`src/rtl/fp_comp_arbiter_if.sv`:
```
// Request/response and comparator-side signals of the shared fp_comp arbiter.
// The master side is the issue logic plus the comparator; the slave side is the arbiter.
interface fp_comp_arbiter_if #(
  parameter int NREQ = 4,
  parameter int IDW  = 2
);
  logic [NREQ-1:0]      req_valid;
  logic [NREQ-1:0]      req_ready;
  logic [32*NREQ-1:0]   req_a;
  logic [32*NREQ-1:0]   req_b;
  logic                 rsp_valid;
  logic                 rsp_ready;
  logic [IDW-1:0]       rsp_id;
  logic                 rsp_eq;
  logic                 rsp_great;
  logic                 rsp_less;
  logic                 rsp_inv;
  logic [31:0]          cmp_in1;
  logic [31:0]          cmp_in2;
  logic                 cmp_act;
  logic                 cmp_eq;
  logic                 cmp_great;
  logic                 cmp_less;
  logic                 cmp_inv;
  logic                 cmp_done;

  modport master (
    output req_valid, req_a, req_b, rsp_ready,
           cmp_eq, cmp_great, cmp_less, cmp_inv, cmp_done,
    input  req_ready, rsp_valid, rsp_id, rsp_eq, rsp_great, rsp_less, rsp_inv,
           cmp_in1, cmp_in2, cmp_act
  );

  modport slave (
    input  req_valid, req_a, req_b, rsp_ready,
           cmp_eq, cmp_great, cmp_less, cmp_inv, cmp_done,
    output req_ready, rsp_valid, rsp_id, rsp_eq, rsp_great, rsp_less, rsp_inv,
           cmp_in1, cmp_in2, cmp_act
  );
endinterface

```
`src/rtl/fp_comp_arbiter.sv`:
```
// Round-robin arbiter/sequencer sharing one fp_comp comparator among NREQ requesters.
//   state | meaning
//   IDLE  | waiting for a request; grant the next valid requester after ptr
//   ISSUE | operands held, cmp_act high, waiting CMP_LAT cycles plus cmp_done
//   RESP  | flags and id held on the response channel until accepted
module fp_comp_arbiter #(
  parameter int NREQ    = 4,
  parameter int IDW     = 2,
  parameter int CMP_LAT = 2
) (
  input  logic              clk,
  input  logic              rst,
  fp_comp_arbiter_if.slave  bus,
  output logic              busy
);

  localparam int CW = $clog2(CMP_LAT + 1);

  typedef enum logic [1:0] {IDLE, ISSUE, RESP} state_t;

  state_t         state, state_nxt;
  logic [IDW-1:0] ptr;
  logic [IDW-1:0] gnt_id;
  logic [IDW-1:0] idx;
  logic           gnt_found;
  logic [CW-1:0]  cnt;
  logic           cnt_done;

  assign cnt_done = (cnt == CW'(CMP_LAT));

  // Search upward from ptr+1 with wrap; the first valid requester wins.
  always_comb begin
    gnt_found = 1'b0;
    gnt_id    = '0;
    idx       = ptr;
    for (int i = 0; i < NREQ; i++) begin
      idx = (idx == IDW'(NREQ - 1)) ? '0 : idx + IDW'(1);
      if (!gnt_found && bus.req_valid[idx]) begin
        gnt_found = 1'b1;
        gnt_id    = idx;
      end
    end
  end

  always_ff @(posedge clk or negedge rst) begin
    if (!rst) state <= IDLE;
    else      state <= state_nxt;
  end

  always_comb begin
    state_nxt     = state;
    bus.req_ready = '0;
    bus.cmp_act   = 1'b0;
    busy          = (state != IDLE);
    case (state)
      IDLE: begin
        if (gnt_found) begin
          bus.req_ready[gnt_id] = rst;
          state_nxt             = ISSUE;
        end
      end
      ISSUE: begin
        bus.cmp_act = 1'b1;
        if (cnt_done && bus.cmp_done) state_nxt = RESP;
      end
      RESP: begin
        if (bus.rsp_ready) state_nxt = IDLE;
      end
      default: state_nxt = IDLE;
    endcase
  end

  always_ff @(posedge clk or negedge rst) begin
    if (!rst) begin
      ptr           <= IDW'(NREQ - 1);
      cnt           <= '0;
      bus.cmp_in1   <= '0;
      bus.cmp_in2   <= '0;
      bus.rsp_valid <= 1'b0;
      bus.rsp_id    <= '0;
      bus.rsp_eq    <= 1'b0;
      bus.rsp_great <= 1'b0;
      bus.rsp_less  <= 1'b0;
      bus.rsp_inv   <= 1'b0;
    end else begin
      case (state)
        IDLE: begin
          if (gnt_found) begin
            bus.cmp_in1 <= bus.req_a[{gnt_id, 5'd0} +: 32];
            bus.cmp_in2 <= bus.req_b[{gnt_id, 5'd0} +: 32];
            bus.rsp_id  <= gnt_id;
            ptr         <= gnt_id;
            cnt         <= '0;
          end
        end
        ISSUE: begin
          if (!cnt_done) cnt <= cnt + CW'(1);
          if (cnt_done && bus.cmp_done) begin
            bus.rsp_eq    <= bus.cmp_eq;
            bus.rsp_great <= bus.cmp_great;
            bus.rsp_less  <= bus.cmp_less;
            bus.rsp_inv   <= bus.cmp_inv;
            bus.rsp_valid <= 1'b1;
          end
        end
        RESP: begin
          if (bus.rsp_ready) bus.rsp_valid <= 1'b0;
        end
        default: ;
      endcase
    end
  end

endmodule

```
`src/flat_wrapper.sv`:
```
// flat-port wrapper written by rule: the top's interface ports become plain ports
module fp_comp_arbiter_flat 
#(
  parameter int NREQ    = 4,
  parameter int IDW     = 2,
  parameter int CMP_LAT = 2
)
  (clk, rst, busy, bus_req_valid, bus_req_a, bus_req_b, bus_rsp_ready, bus_cmp_eq, bus_cmp_great, bus_cmp_less, bus_cmp_inv, bus_cmp_done, bus_req_ready, bus_rsp_valid, bus_rsp_id, bus_rsp_eq, bus_rsp_great, bus_rsp_less, bus_rsp_inv, bus_cmp_in1, bus_cmp_in2, bus_cmp_act);
  fp_comp_arbiter_if #(.NREQ(NREQ), .IDW(IDW)) bus_i ();
  input  logic clk;
  input  logic rst;
  output logic busy;
  input wire logic [$bits(bus_i.req_valid)-1:0] bus_req_valid;
  input wire logic [$bits(bus_i.req_a)-1:0] bus_req_a;
  input wire logic [$bits(bus_i.req_b)-1:0] bus_req_b;
  input wire logic [$bits(bus_i.rsp_ready)-1:0] bus_rsp_ready;
  input wire logic [$bits(bus_i.cmp_eq)-1:0] bus_cmp_eq;
  input wire logic [$bits(bus_i.cmp_great)-1:0] bus_cmp_great;
  input wire logic [$bits(bus_i.cmp_less)-1:0] bus_cmp_less;
  input wire logic [$bits(bus_i.cmp_inv)-1:0] bus_cmp_inv;
  input wire logic [$bits(bus_i.cmp_done)-1:0] bus_cmp_done;
  output wire logic [$bits(bus_i.req_ready)-1:0] bus_req_ready;
  output wire logic [$bits(bus_i.rsp_valid)-1:0] bus_rsp_valid;
  output wire logic [$bits(bus_i.rsp_id)-1:0] bus_rsp_id;
  output wire logic [$bits(bus_i.rsp_eq)-1:0] bus_rsp_eq;
  output wire logic [$bits(bus_i.rsp_great)-1:0] bus_rsp_great;
  output wire logic [$bits(bus_i.rsp_less)-1:0] bus_rsp_less;
  output wire logic [$bits(bus_i.rsp_inv)-1:0] bus_rsp_inv;
  output wire logic [$bits(bus_i.cmp_in1)-1:0] bus_cmp_in1;
  output wire logic [$bits(bus_i.cmp_in2)-1:0] bus_cmp_in2;
  output wire logic [$bits(bus_i.cmp_act)-1:0] bus_cmp_act;
  assign bus_i.req_valid = bus_req_valid;
  assign bus_i.req_a = bus_req_a;
  assign bus_i.req_b = bus_req_b;
  assign bus_i.rsp_ready = bus_rsp_ready;
  assign bus_i.cmp_eq = bus_cmp_eq;
  assign bus_i.cmp_great = bus_cmp_great;
  assign bus_i.cmp_less = bus_cmp_less;
  assign bus_i.cmp_inv = bus_cmp_inv;
  assign bus_i.cmp_done = bus_cmp_done;
  assign bus_req_ready = bus_i.req_ready;
  assign bus_rsp_valid = bus_i.rsp_valid;
  assign bus_rsp_id = bus_i.rsp_id;
  assign bus_rsp_eq = bus_i.rsp_eq;
  assign bus_rsp_great = bus_i.rsp_great;
  assign bus_rsp_less = bus_i.rsp_less;
  assign bus_rsp_inv = bus_i.rsp_inv;
  assign bus_cmp_in1 = bus_i.cmp_in1;
  assign bus_cmp_in2 = bus_i.cmp_in2;
  assign bus_cmp_act = bus_i.cmp_act;
  fp_comp_arbiter #(.NREQ(NREQ), .IDW(IDW), .CMP_LAT(CMP_LAT)) u_core (.clk(clk), .rst(rst), .bus(bus_i), .busy(busy));
endmodule
```
`config.mk`:
```
export PLATFORM = sky130hd
export DESIGN_NAME = fp_comp_arbiter_flat
export DESIGN_NICKNAME = d
export VERILOG_FILES = /design/src/rtl/fp_comp_arbiter_if.sv /design/src/rtl/fp_comp_arbiter.sv /design/src/flat_wrapper.sv
export SDC_FILE = /design/constraint.sdc
export NUM_CORES = 1
export LEC_CHECK = 0
export ABC_AREA = 1
export ABC_CLOCK_PERIOD_IN_PS = 5300
export BUFFER_PORTS_ARGS = -buffer_cell sky130_fd_sc_hd__buf_2
export CAP_MARGIN = 30
export CELL_PAD_IN_SITES_DETAIL_PLACEMENT = 0
export CELL_PAD_IN_SITES_GLOBAL_PLACEMENT = 1
export CORE_MARGIN = 1.5
export CORE_UTILIZATION = 32
export CTS_BUF_LIST = sky130_fd_sc_hd__clkbuf_4 sky130_fd_sc_hd__clkbuf_8
export DETAILED_ROUTE_END_ITERATION = 7
export PLACE_DENSITY = 0.95
export SYNTH_ARGS = -nofsm -noshare
export SYNTH_HDL_FRONTEND = slang
export SYNTH_SLANG_ARGS = --single-unit
```
`constraint.sdc`:
```
create_clock -name clk -period 5.3 [get_ports clk]
set_clock_uncertainty 0.15 [all_clocks]
set_input_delay 1.06 -clock clk [delete_from_list [all_inputs] [get_ports clk]]
set_output_delay 1.06 -clock clk [all_outputs]
set_load 0.02 [all_outputs]
```
==> metrics <==
GPL Wtd Cong=0.849; H-tree depth=3; Core ar.=19400 um^2; mux share of post-synthesis cell area=0.715%; main combinational cell family by area after synthesis=simple AND/OR/NAND/NOR gates; Setup CP Type=register to output port; Num CTS Buffers=9; Routed Antenna Nets=0; first-pass detailed-route iteration total=5; Simple-Gate Fraction of Synth Area=42.2%; Synth area leader=dfrtp_1; DIE WIDTH=143 um; Max Cap Viol=0; Syn Inst Count=1035; Worst-path clk slew=0.09 ns; Post-CTS Setup Bufs=0; Mean Syn Cell Area=6.09 um^2; status=finished clean; CTS tree=done; All-Layer GR Usage=20.7%; Die Height=143 um; Routed WL=21800 um; async set-reset flop share out of synthesis=100%; Iter 0 DRT Violations=225; Slew HR=32.5%; unrepaired setup endpoints after global routing=false; reg2reg start=u_core.ptr[0]$_DFFE_PN1P_; VDD IR max=0.000663 V; Post-synth top cells=nand2_1 (386), inv_1 (239), nand3_1 (205); Syn. warnings=0; share of the synthesized area in the top cell type=29.8%; register area share after synthesis=30.6%; Final Hold Fails=0; dpl hpwl=15800 um; CTS max path bufs=2; post-route setup slack=0.978 ns; Final Cycle Share=81.5%; post-synthesis compound-gate area fraction=5.56%; worst slack at placement=1.36 ns; ant diodes=0; Setup Viol. Count Final=0; CP startpoint=u_core.ptr[0]$_DFFE_PN1P_; FF+latch count, synth=77; hold_buf cts=0; worst endpoint data arrival time=3.11 ns; Power Dens Cells=761 nW/um^2; Critical Path Sink Type=output port; routed len/inst=13.5 um; row count=51; GRT met1 Usage=24.1%; Post-synth top flop=dfrtp_1; worst hold slack=0.327 ns; Root Driver=clkbuf_8; FMAX=231 MHz; DRC=0; die area=20500 um^2; fraction of layout cells with a size suffix above 1=30.7%; met3 global-route usage=4.67%; area of the mapped netlist=6300 um^2; post-synthesis cell type count=26; Reg2Reg Setup Slack=1.45 ns; I/O Buffers=344; initial antenna violation count=1; Clk Latency, worst-skew pair=0.36 ns; Post-CTS Resized=0; vias in the first global route=6738; Leakage=5.39 nW; pin count of the biggest net entering global routing=91; worst reg2reg path depth=16; gr busiest metal=met2; via count=7231; worst-path fanout max=74; XOR/XNOR Fraction of Synth Area=0%; total power=0.00629 W; most common cell in the netlist=nand2_1; layout net count=1610; number of synthesized flops with an enable pin=0; Starting Density=32.5%; Final min period=4.32 ns; Startpoint Class=register; Critical path destination=bus_req_ready[0]; Hold WC Path Type=register to register; M2 GR Usage=37.5%; detail-routed via count per cell=4.49; post-synthesis adder-cell area fraction=0.397%; Final TNS setup=0 ns; Syn Nets=1305; IO Pins=345; critical path required time=4.09 ns; synthesis-to-layout area growth=31.2%; Synth area leaders=dfrtp_1 (30%), nand2_1 (23%), nand3_1 (16%), inv_1 (14%), o211ai_2 (4.0%); worst slew pin tran=1.01 ns; clock sinks=77; remaining global-route overflow=0; Slew Viols, Final=0; first-pass GRT wire length=33100 um; r2r endpoint=u_core.bus.cmp_in2[2]$_DFFE_PN0P_
## per-layer routing
metal / share of wire (%) / wire, um / vias up
li1: - / - / 3707
met4: 1.9 / 420 / 0
met1: 42 / 9040 / 3233
met5: 0 / 0 / -
met2: 49 / 10600 / 272
met3: 7.8 / 1710 / 19
## cells by family after synthesis
logic type      count (synthesis)
fa+ha+maj                       2
flops                          77
buf+inv                       302
mux                             4
simple gates                  615
compound gates                 35
## cell type report
| type | instances | area [um^2] |
|---|---|---|
| fillers | 2202 | 11100 |
| clock buffers | 11 | 145 |
| well taps | 265 | 332 |
| multi-input cells | 656 | 3100 |
| repair buffers | 354 | 1820 |
| inverters | 242 | 908 |
| flip-flops and latches | 77 | 1930 |
| clock inverters | 5 | 35.0 |
## report_power, final
| part | total (W) | internal [W] | switching, W |
|---|---|---|---|
| sequential | 0.00107 | 0.000907 | 0.000160 |
| clock | 0.000429 | 0.000189 | 0.000240 |
| combinational | 0.00479 | 0.00149 | 0.00331 |
## worst min-delay path by stage
stage                                  startpoint                            endpoint  cells past startpoint
6_report       u_core.bus.cmp_in1[29]$_DFFE_PN0P_  u_core.bus.cmp_in1[29]$_DFFE_PN0P_                      2
5_1_grt        u_core.bus.cmp_in2[13]$_DFFE_PN0P_  u_core.bus.cmp_in2[13]$_DFFE_PN0P_                      2
3_5_place_dp   u_core.bus.cmp_in2[21]$_DFFE_PN0P_  u_core.bus.cmp_in2[21]$_DFFE_PN0P_                      2
2_1_floorplan           u_core.ptr[1]$_DFFE_PN1P_           u_core.ptr[1]$_DFFE_PN1P_                      2
3_3_place_gp   u_core.bus.cmp_in2[17]$_DFFE_PN0P_  u_core.bus.cmp_in2[17]$_DFFE_PN0P_                      2
4_1_cts        u_core.bus.cmp_in1[29]$_DFFE_PN0P_  u_core.bus.cmp_in1[29]$_DFFE_PN0P_                      2
## sequential cells by signal, indices dropped and copies added, names as in the netlist, 2 cells and up
signal              count
u_core.cnt              2
u_core.bus.cmp_in2     32
u_core.ptr              2
u_core.bus.cmp_in1     32
u_core.state            2
u_core.bus.rsp_id       2
## placed cells by master, fill, tap and decap left out, drive strengths merged
cell type  netlist  routed
nor4             2       2
inv            242     243
clkinvlp         0       1
mux2             4       4
clkinv           0       3
dfstp            2       2
nand3b           1       1
buf             57     354
dfrtp           75      75
clkbuf           3      11
nand2          393     393
ha               2       2
nor2            12      12
nand4            2       2
o211ai          30      30
nand3          205     205
o21ai            5       5
## stage by stage
step                      cell area [um^2]  util [%]  cells
after CTS                             8270      42.6   1610
after floorplan                       6300         -   1035
final                                 8270      42.6   1610
after detailed placement              8090      41.7   1594
after global placement                8060      41.5   1593
after global routing                  8270      42.6   1610
## critical path, stage by stage (launching register included)
cell and delay (ns):
dfstp_2 0.39, ha_1 0.22, nor2_1 0.49, nand2_1 0.19, nand3_1 0.15, nand2_1 0.06
nor2_1 0.08, nand2_1 0.08, nand2_2 0.12, nand2_8 0.26, nor4_2 0.39, buf_2 0.23
No activity file was read; power rests on OpenSTA's default activity.
